`config.mk`:
```
export PLATFORM = sky130hd
export DESIGN_NAME = instruction_message_scroller
export DESIGN_NICKNAME = d
export VERILOG_FILES = /design/src/rtl/instr_disp_pkg.sv /design/src/rtl/scroll_tick_gen.sv /design/src/rtl/instruction_message_scroller.sv
export SDC_FILE = /design/constraint.sdc
export NUM_CORES = 1
export LEC_CHECK = 0
export ABC_AREA = 1
export BUFFER_PORTS_ARGS = -buffer_cell sky130_fd_sc_hd__buf_2
export CORE_MARGIN = 1.5
export CORE_UTILIZATION = 30
export CTS_BUF_LIST = sky130_fd_sc_hd__clkbuf_8
export DETAILED_ROUTE_END_ITERATION = 6
export PLACE_DENSITY = 0.48
export RECOVER_POWER = 25
export REMOVE_ABC_BUFFERS = 1
export SYNTH_ARGS = -nofsm -noshare
export SYNTH_HDL_FRONTEND = slang
export SYNTH_SLANG_ARGS = --single-unit
export TNS_END_PERCENT = 10
```
`constraint.sdc`:
```
create_clock -name clk -period 2.3 [get_ports clk]
set_clock_uncertainty 0.1 [all_clocks]
set_input_delay 0 -clock clk [delete_from_list [all_inputs] [get_ports clk]]
set_output_delay 0 -clock clk [all_outputs]
set_load 0.01 [all_outputs]
```
`src/rtl/instr_disp_pkg.sv`:
```
// Shared character-code and state definitions for the message scroller and seven-segment driver.
// Code 0 is blank, 1..26 are glyphs; anything above CODE_MAX is displayed as blank.
package instr_disp_pkg;

    localparam int CHAR_W = 5;
    localparam int DIGITS = 8;
    localparam int INSTR_W = CHAR_W * DIGITS;

    localparam logic [CHAR_W-1:0] CODE_BLANK = 5'd0;
    localparam logic [CHAR_W-1:0] CODE_MAX   = 5'd26;

    typedef enum logic [1:0] {
        IDLE   = 2'd0,
        LOAD   = 2'd1,
        SCROLL = 2'd2
    } scroll_state_t;

    function automatic logic [CHAR_W-1:0] sanitize_code(input logic [CHAR_W-1:0] code);
        return (code > CODE_MAX) ? CODE_BLANK : code;
    endfunction

endpackage

```
`src/rtl/scroll_tick_gen.sv`:
```
// Scroll step strobe: counts 0..TICK_DIV-1 while enabled and pulses tick on the last count.
// Held at zero whenever disabled or cleared so every scroll phase starts from a fresh period.
module scroll_tick_gen #(
    parameter int TICK_DIV = 25_000_000
) (
    input  logic clk,
    input  logic rst_n,
    input  logic en,
    input  logic clr,
    output logic tick
);

    localparam int CNT_W = (TICK_DIV > 2) ? $clog2(TICK_DIV) : 1;
    localparam logic [CNT_W-1:0] CNT_LAST = CNT_W'(TICK_DIV - 1);

    logic [CNT_W-1:0] cnt_q;
    logic [CNT_W-1:0] cnt_d;

    always_comb begin
        cnt_d = cnt_q;
        if (clr || !en) begin
            cnt_d = '0;
        end else if (cnt_q == CNT_LAST) begin
            cnt_d = '0;
        end else begin
            cnt_d = cnt_q + CNT_W'(1);
        end
    end

    assign tick = en && !clr && (cnt_q == CNT_LAST);

    always_ff @(posedge clk) begin
        if (!rst_n) begin
            cnt_q <= '0;
        end else begin
            cnt_q <= cnt_d;
        end
    end

endmodule

```
`src/rtl/instruction_message_scroller.sv`:
```
// Buffers a streamed message and scrolls it right-to-left across the 8-digit packed instruction bus.
// Optional macro SCROLL_WRAP_EN: repeat the message pass indefinitely instead of returning to IDLE.
//
// state  | meaning
// -------+-------------------------------------------------------------
// IDLE   | empty buffer, waiting for the first character beat
// LOAD   | accepting further beats until the one marked wr_last
// SCROLL | shifting one character into digit 0 on every tick
module instruction_message_scroller
    import instr_disp_pkg::*;
#(
    parameter int MSG_MAX  = 16,
    parameter int TICK_DIV = 25_000_000
) (
    input  logic               clk,
    input  logic               rst_n,
    input  logic               wr_valid,
    input  logic [CHAR_W-1:0]  wr_char,
    input  logic               wr_last,
    output logic               wr_ready,
    input  logic               clear,
    output logic [INSTR_W-1:0] instruction,
    output logic               busy,
    output logic               done
);

    localparam int LEN_W  = $clog2(MSG_MAX + 1);
    localparam int IDX_W  = $clog2(MSG_MAX + DIGITS);
    localparam int BUF_AW = $clog2(MSG_MAX);

    scroll_state_t      state_q, state_d;
    logic [LEN_W-1:0]   len_q, len_d;
    logic [IDX_W-1:0]   idx_q, idx_d;
    logic [INSTR_W-1:0] instr_q, instr_d;
    logic               done_q, done_d;
    logic [CHAR_W-1:0]  msg_buf_q [MSG_MAX];
    logic [CHAR_W-1:0]  msg_buf_d [MSG_MAX];

    logic               beat_acc;
    logic               step;
    logic               last_step;
    logic [CHAR_W-1:0]  next_char;
    logic [BUF_AW-1:0]  wr_ptr;
    logic [BUF_AW-1:0]  rd_ptr;

    scroll_tick_gen #(
        .TICK_DIV(TICK_DIV)
    ) u_tick (
        .clk  (clk),
        .rst_n(rst_n),
        .en   (state_q == SCROLL),
        .clr  (clear),
        .tick (step)
    );

    // Gated by rst_n so the stream sees no ready while reset is held.
    assign wr_ready = rst_n && !clear && ((state_q == IDLE) || (state_q == LOAD));
    assign beat_acc = wr_valid && wr_ready;

    assign wr_ptr    = BUF_AW'(len_q);
    assign rd_ptr    = BUF_AW'(idx_q);
    assign next_char = (idx_q < IDX_W'(len_q)) ? msg_buf_q[rd_ptr] : CODE_BLANK;
    assign last_step = (idx_q == (IDX_W'(len_q) + IDX_W'(DIGITS - 1)));

    always_comb begin
        state_d   = state_q;
        len_d     = len_q;
        idx_d     = idx_q;
        instr_d   = instr_q;
        done_d    = 1'b0;
        msg_buf_d = msg_buf_q;

        if (clear) begin
            state_d = IDLE;
            len_d   = '0;
            idx_d   = '0;
            instr_d = '0;
        end else begin
            if (beat_acc) begin
                // Beats past the buffer depth are still consumed so the stream never stalls.
                if (len_q < LEN_W'(MSG_MAX)) begin
                    msg_buf_d[wr_ptr] = sanitize_code(wr_char);
                    len_d             = len_q + LEN_W'(1);
                end
                state_d = wr_last ? SCROLL : LOAD;
            end

            if (step) begin
                instr_d = {instr_q[INSTR_W-CHAR_W-1:0], next_char};
                idx_d   = idx_q + IDX_W'(1);
                if (last_step) begin
                    done_d = 1'b1;
                    idx_d  = '0;
`ifdef SCROLL_WRAP_EN
                    state_d = SCROLL;
`else
                    state_d = IDLE;
                    len_d   = '0;
`endif
                end
            end
        end
    end

    always_ff @(posedge clk) begin
        if (!rst_n) begin
            state_q <= IDLE;
            len_q   <= '0;
            idx_q   <= '0;
            instr_q <= '0;
            done_q  <= 1'b0;
        end else begin
            state_q <= state_d;
            len_q   <= len_d;
            idx_q   <= idx_d;
            instr_q <= instr_d;
            done_q  <= done_d;
        end
    end

    // Buffer contents are only meaningful below len, so they need no reset.
    always_ff @(posedge clk) begin
        msg_buf_q <= msg_buf_d;
    end

    assign instruction = instr_q;
    assign busy        = (state_q != IDLE);
    assign done        = done_q;

endmodule
```
## Word level (Yosys, flattened, before mapping)

Index checks and enable logic that the tools add are counted.

| word-level totals | value |
|---|---|
| bits in registers | 158 |
| input port bits | 10 |
| word-level logic and storage cells | 75 |

| cells by class | value |
|---|---|
| muxes and demuxes | 18 |
| bitwise gates (word level) | 5 |
| magnitude comparators | 6 |
| add/sub/neg operators | 4 |
| eq/ne operators | 4 |
| reductions and logical operators | 16 |

Operators by type and width:

| kind | number |
|---|---|
| $bwmux W80 | 1 |
| $mux W5 | 10 |
| $add A25 B1 Y25 const B | 1 |
| $eq A25 B25 Y1 const B | 1 |
| $bmux W5 S4 | 1 |
| $demux W5 S4 | 1 |
| $add A5 B1 Y5 const B | 2 |
| $ge A5 B5 Y1 const B | 2 |
| $not A4 Y5 | 2 |
| $mux W2 | 4 |
| $logic_and A1 B1 Y1 | 6 |
| $reduce_or A3 Y1 | 2 |
| $add A5 B3 Y5 const B | 1 |
| $eq A5 B5 Y1 | 1 |
| $gt A5 B5 Y1 const B | 1 |
| $lt A5 B1 Y1 const B | 1 |
| $lt A5 B5 Y1 | 1 |
| $lt A5 B5 Y1 const B | 1 |
| $not A1 Y1 | 3 |
| $reduce_and A3 Y1 | 1 |
| $eq A2 B1 Y1 const B | 1 |
| $eq A2 B2 Y1 const B | 1 |
| $logic_not A1 Y1 | 2 |
| $logic_not A2 Y1 | 1 |
| other kinds (4) | 5 |

## Longest topological paths before layout

| depth | value |
|---|---|
| depth in word-level cells | 7 |
| gate-level depth with buffers | 12 |

## Modules after synthesis

From an unflattened synthesis, not the netlist that was laid out.

| unflattened totals | value |
|---|---|
| cells, all modules | 810 |
| area total of the unflattened synthesis | 6965.4 um2 |

Modules (own cells, without submodules):

| module | sequential area each (um2) | instances | area each (um2) | cells each |
|---|---|---|---|---|
| instruction_message_scroller | 3463.3 | 1 | 5549.1 | 592 |
| scroll_tick_gen | 500.5 | 1 | 1416.4 | 218 |

## Worst setup path before layout

Ideal clock, no wire load.

| path | value |
|---|---|
| path kind | register to register |
| start | register idx_q[0] |
| end | register idx_q[0] |
| arrival | 1806 ps |
| path buffers | 2 |
| cell stages (with the launch flop) | 12 |
| slack | 270 ps |
| path through | dfxtp_1 > buf_2 > clkinv_1 > clkbuf_1 > ha_1 > a21o_1 > nor2_1 > nand2_1 > nor2_1 > nand2_1 > o21ai_4 > nor2_1 |

| between the ends | value |
|---|---|
| cells in the longest elaborated chain, start to end | 2 |
| elaborated cells between the ends (all ways) | 3 |
| those cells by class | add/sub: 1; eq/ne: 1; mux: 1 |

Ends and longest elaborated chain:

| what | line | text |
|---|---|---|
| start, declared | instruction_message_scroller.sv:33 | `logic [IDX_W-1:0] idx_q, idx_d;` |
| start signal, assigned | instruction_message_scroller.sv:115 | `idx_q <= idx_d;` |
| $add A5 B1 Y5 / $eq A5 B5 Y1 (equally long branches) | instruction_message_scroller.sv:90, instruction_message_scroller.sv:63 |  |
| $mux W5 (*) | instruction_message_scroller.sv:91 | `if (last_step) begin` |

Mark *: on every way between the ends. The rest lies on a longest branch, timed or not.
A chain may end at the register's enable or synchronous reset.

## Worst setup path after layout

| path | value |
|---|---|
| start | register len_q[0] |
| end | register idx_q[2] |

| between the ends | value |
|---|---|
| cells in the longest elaborated chain, start to end | 3 |

Ends and longest elaborated chain:

| what | line | text |
|---|---|---|
| start, declared | instruction_message_scroller.sv:32 | `logic [LEN_W-1:0] len_q, len_d;` |
| start signal, assigned | instruction_message_scroller.sv:114 | `len_q <= len_d;` |
| $add A5 B3 Y5 | instruction_message_scroller.sv:63 | `assign last_step = (idx_q == (IDX_W'(len_q) + IDX_W'(DIGITS - 1)));` |
| $eq A5 B5 Y1 | instruction_message_scroller.sv:63 |  |
| $mux W5 | instruction_message_scroller.sv:91 |  |

Every way passes these cells.

==> results.md <==
- Max Buffers Root-to-Sink: 2
- Area growth, synth to finish: 17.3%
- Finished Layout Cells: 1,246
- First-pass GRT wire length: about 28 mm
- Hold slack: 0.0938 ns
- Grt ovf: 0
- Worst skew pair latency: 0.46 ns
- CP Data Arrival Time: 2.33 ns
- DP Wirelength: 11.7 mm
- I/O Pins: between 50 and 60
- Synth Area in Adders: under 10%
- Unrepaired setup endpoints after global routing: false
- CTS Buf Count: 17
- CTS clock-pin slew for the worst setup and hold paths: 0.10 ns
- Path type of the worst setup path: flip-flop to flip-flop
- Rel. slew slack: between 40 and 50%
- RR Startpoint: len_q[0]
- Initial antenna violation count: 0
- Min-Delay Startpoint: wr_char[1]
- R2R depth: 9
- Flops & latches, synth: 158
- Maximum clock rate: 0.478 GHz
- Post-DR wirelength/cell: ~14 microns
- HP Class: primary input to flip-flop
- Max Slew Vio Count: 0
- Post-Synth Simple-Gate Area: between 30% and 40%
- Tightest Pin Transition: approximately 0.81 ns
- Worst setup EP type: flip-flop
- PostCTS Resize Cnt: 0
- Tcrit/Tclk final: 91.0%
- Clock Sinks: 158
- Final antenna-violating net count: 0
- Max Cap Viol: 0
- Top FF cell, synth: edfxtp_1
- Cell count after synthesis: approximately 840
- Synthesized area: approximately 0.007 sq mm
- Startpoint types: flip-flop
- Die width: between 150 and 200 microns
- Clock tree from TritonCTS: built
- Yosys warnings: 0
- Cell depth of the worst hold path: 3
- Post-CTS setup buffer count: 0
- Seq/Total Area, Yosys: 56.3%
- Number of diodes: 0
- PwrDens: 655 mW/mm^2
- CTS hold repair buffers: 9
- R2r setup slk: a little over 0.2 ns
- Post-synthesis area per instance: 8.36 sq um
- Largest family of logic cells by synthesized area: simple AND/OR/NAND/NOR gates
- Placed cell count: 1,205
- Critical Path RT: 2.54 ns
- Cell Area, Placed: roughly 0.0078 sq mm
- Worst R2R End: idx_q[2]
- Die footprint: 0.0244 sq mm
- # setup viols final: 0
- Wirelength, routed: 17.2 mm
- Via count: 5,527
- CTS H-tree lvls: 4
- FFs w/ async S/R, synth: 0%
- DRT iter0 DRCs: 311
- Cell leakage power: 3.30 nW
- GRT Resource Usage Total: 14.7%
- Core footprint: about 0.023 sq mm
- DRC: 0
- Count of cell types in the netlist: 34
- Input/output buffers: 52
- Status: complete, no violations
- Clock root buffer: clkbuf_8
- Final min period: 2.09 ns
- Fraction of synthesized cell area in xor and xnor cells: 1.24%
- Chip Height: 156 microns
- Initial core utilization: 30.8%
- Gp weighted congestion: approximately 0.81
- Routed vias/inst: between 4 and 5
- Vias in the first global route: 5,262
- Number of synthesized flops with an enable pin: 80
- Finished Cell Area: 0.00825 sq mm
- Hold EP: msg_buf_q[11]
- Cell Rows: 55
- Final hold vios: 0
- Pre-antenna DRT Iters: 4
- Largest fanout on the critical path: 10
- Final net count: 942
- Mux contribution to synthesized area: 0%
- Share of cells above drive strength 1: approximately a tenth
- Compound-gate portion of the synthesized area: 4.89%
- Peak VDD IR: 0.309 mV
- Largest net degree at the start of global routing: 37
cells in the mapped netlist, drive strengths merged (10+ instances only):
master / instances / area (sq um)
nand3: 67 / 345
clkbuf: 18 / 67.6
a21oi: 22 / 110
dfxtp: 78 / 1560
edfxtp: 80 / 2400
ha: 12 / 150
inv: 66 / 248
nor2: 173 / 662
nand2: 230 / 871
o21ai: 40 / 211
nor3: 13 / 98.9
nand4: 10 / 75.1
logic make-up after synthesis:
family	Yosys count
flops	158
compound gates	65
fa+ha+maj	12
buf+inv	94
xor+xnor	10
simple gates	503
state kept, by name, summed over array words and instances (netlist names):
register / flops
idx_q: 5
instruction: 40
u_tick.cnt_q: 25
state_q: 2
done: 1
msg_buf_q: 80
len_q: 5
placed cells by master, fill, tap and decap left out, drive strengths merged:
master	instances
clkbuf	60
or2	5
ha	12
o211ai	1
dfxtp	78
a21o	1
bufinv	3
dlygate4sd3	9
nor3	13
buf	35
o21ai	40
nor4	1
nor3b	3
a21oi	22
clkinv	2
nand3	67
nor2	173
nand4	10
edfxtp	80
or3	1
inv	76
nand2	230
a211oi	1
xor2	9
xnor2	1
worst max-delay path by stage:
stage,depth (start not counted),start,slack (ns),to
6_report,9,len_q[0],0.21,idx_q[2]
5_1_grt,9,len_q[0],0.001,idx_q[1]
4_1_cts,9,len_q[0],0.19,idx_q[1]
3_5_place_dp,9,len_q[0],0.22,idx_q[1]
3_3_place_gp,9,len_q[0],0.28,idx_q[0]
2_1_floorplan,9,idx_q[0],-1.12,idx_q[0]
layout make-up:
| type | count | area, sq um |
|---|---|---|
| clock inverter | 14 | 191 |
| multi-input combinational | 590 | 2700 |
| sequential | 158 | 3960 |
| tap | 313 | 392 |
| clock buffer | 18 | 248 |
| timing repair buffer | 86 | 505 |
| inverter | 67 | 251 |
| fill | 2469 | 14600 |
critical path: stages (launching register included):
cell     delay [ns]
dfxtp_1        0.44
inv_1          0.14
ha_1           0.35
a21o_1         0.18
nor2_1         0.09
nand2_1        0.06
nor2_1         0.08
nand2_1        0.13
o21ai_4        0.30
nor2_1         0.08
metrics by stage:
step | setup TNS, ns | utilization (%) | setup slack, ns | total power [mW]
after global placement | 0 | 34.1 | 0.281 | 3.15
after floorplan | -16.80 | - | -1.12 | 3.09
final | 0 | 36.1 | 0.208 | 5.40
after global routing | 0 | 36.1 | 0.00103 | 5.59
after detailed placement | 0 | 34.1 | 0.220 | 3.15
after CTS | 0 | 36.4 | 0.192 | 5.47
layer usage:
layer	wire length (microns)	global-route usage, %	up-vias	part of all wire [%]
li1	-	-	2880	-
met2	7670	23.2	83	45
met4	201	3.58	0	1.2
met1	8650	20.5	2548	50
met5	0	0	-	0
met3	658	3.36	16	3.8
power by group:
group          switching (mW)  internal [mW]  total (mW)
registers             0.00275           2.96        2.97
logic                  0.0848         0.0374       0.122
clock network            1.17           1.15        2.31
Power figures use the tool's default switching activity.
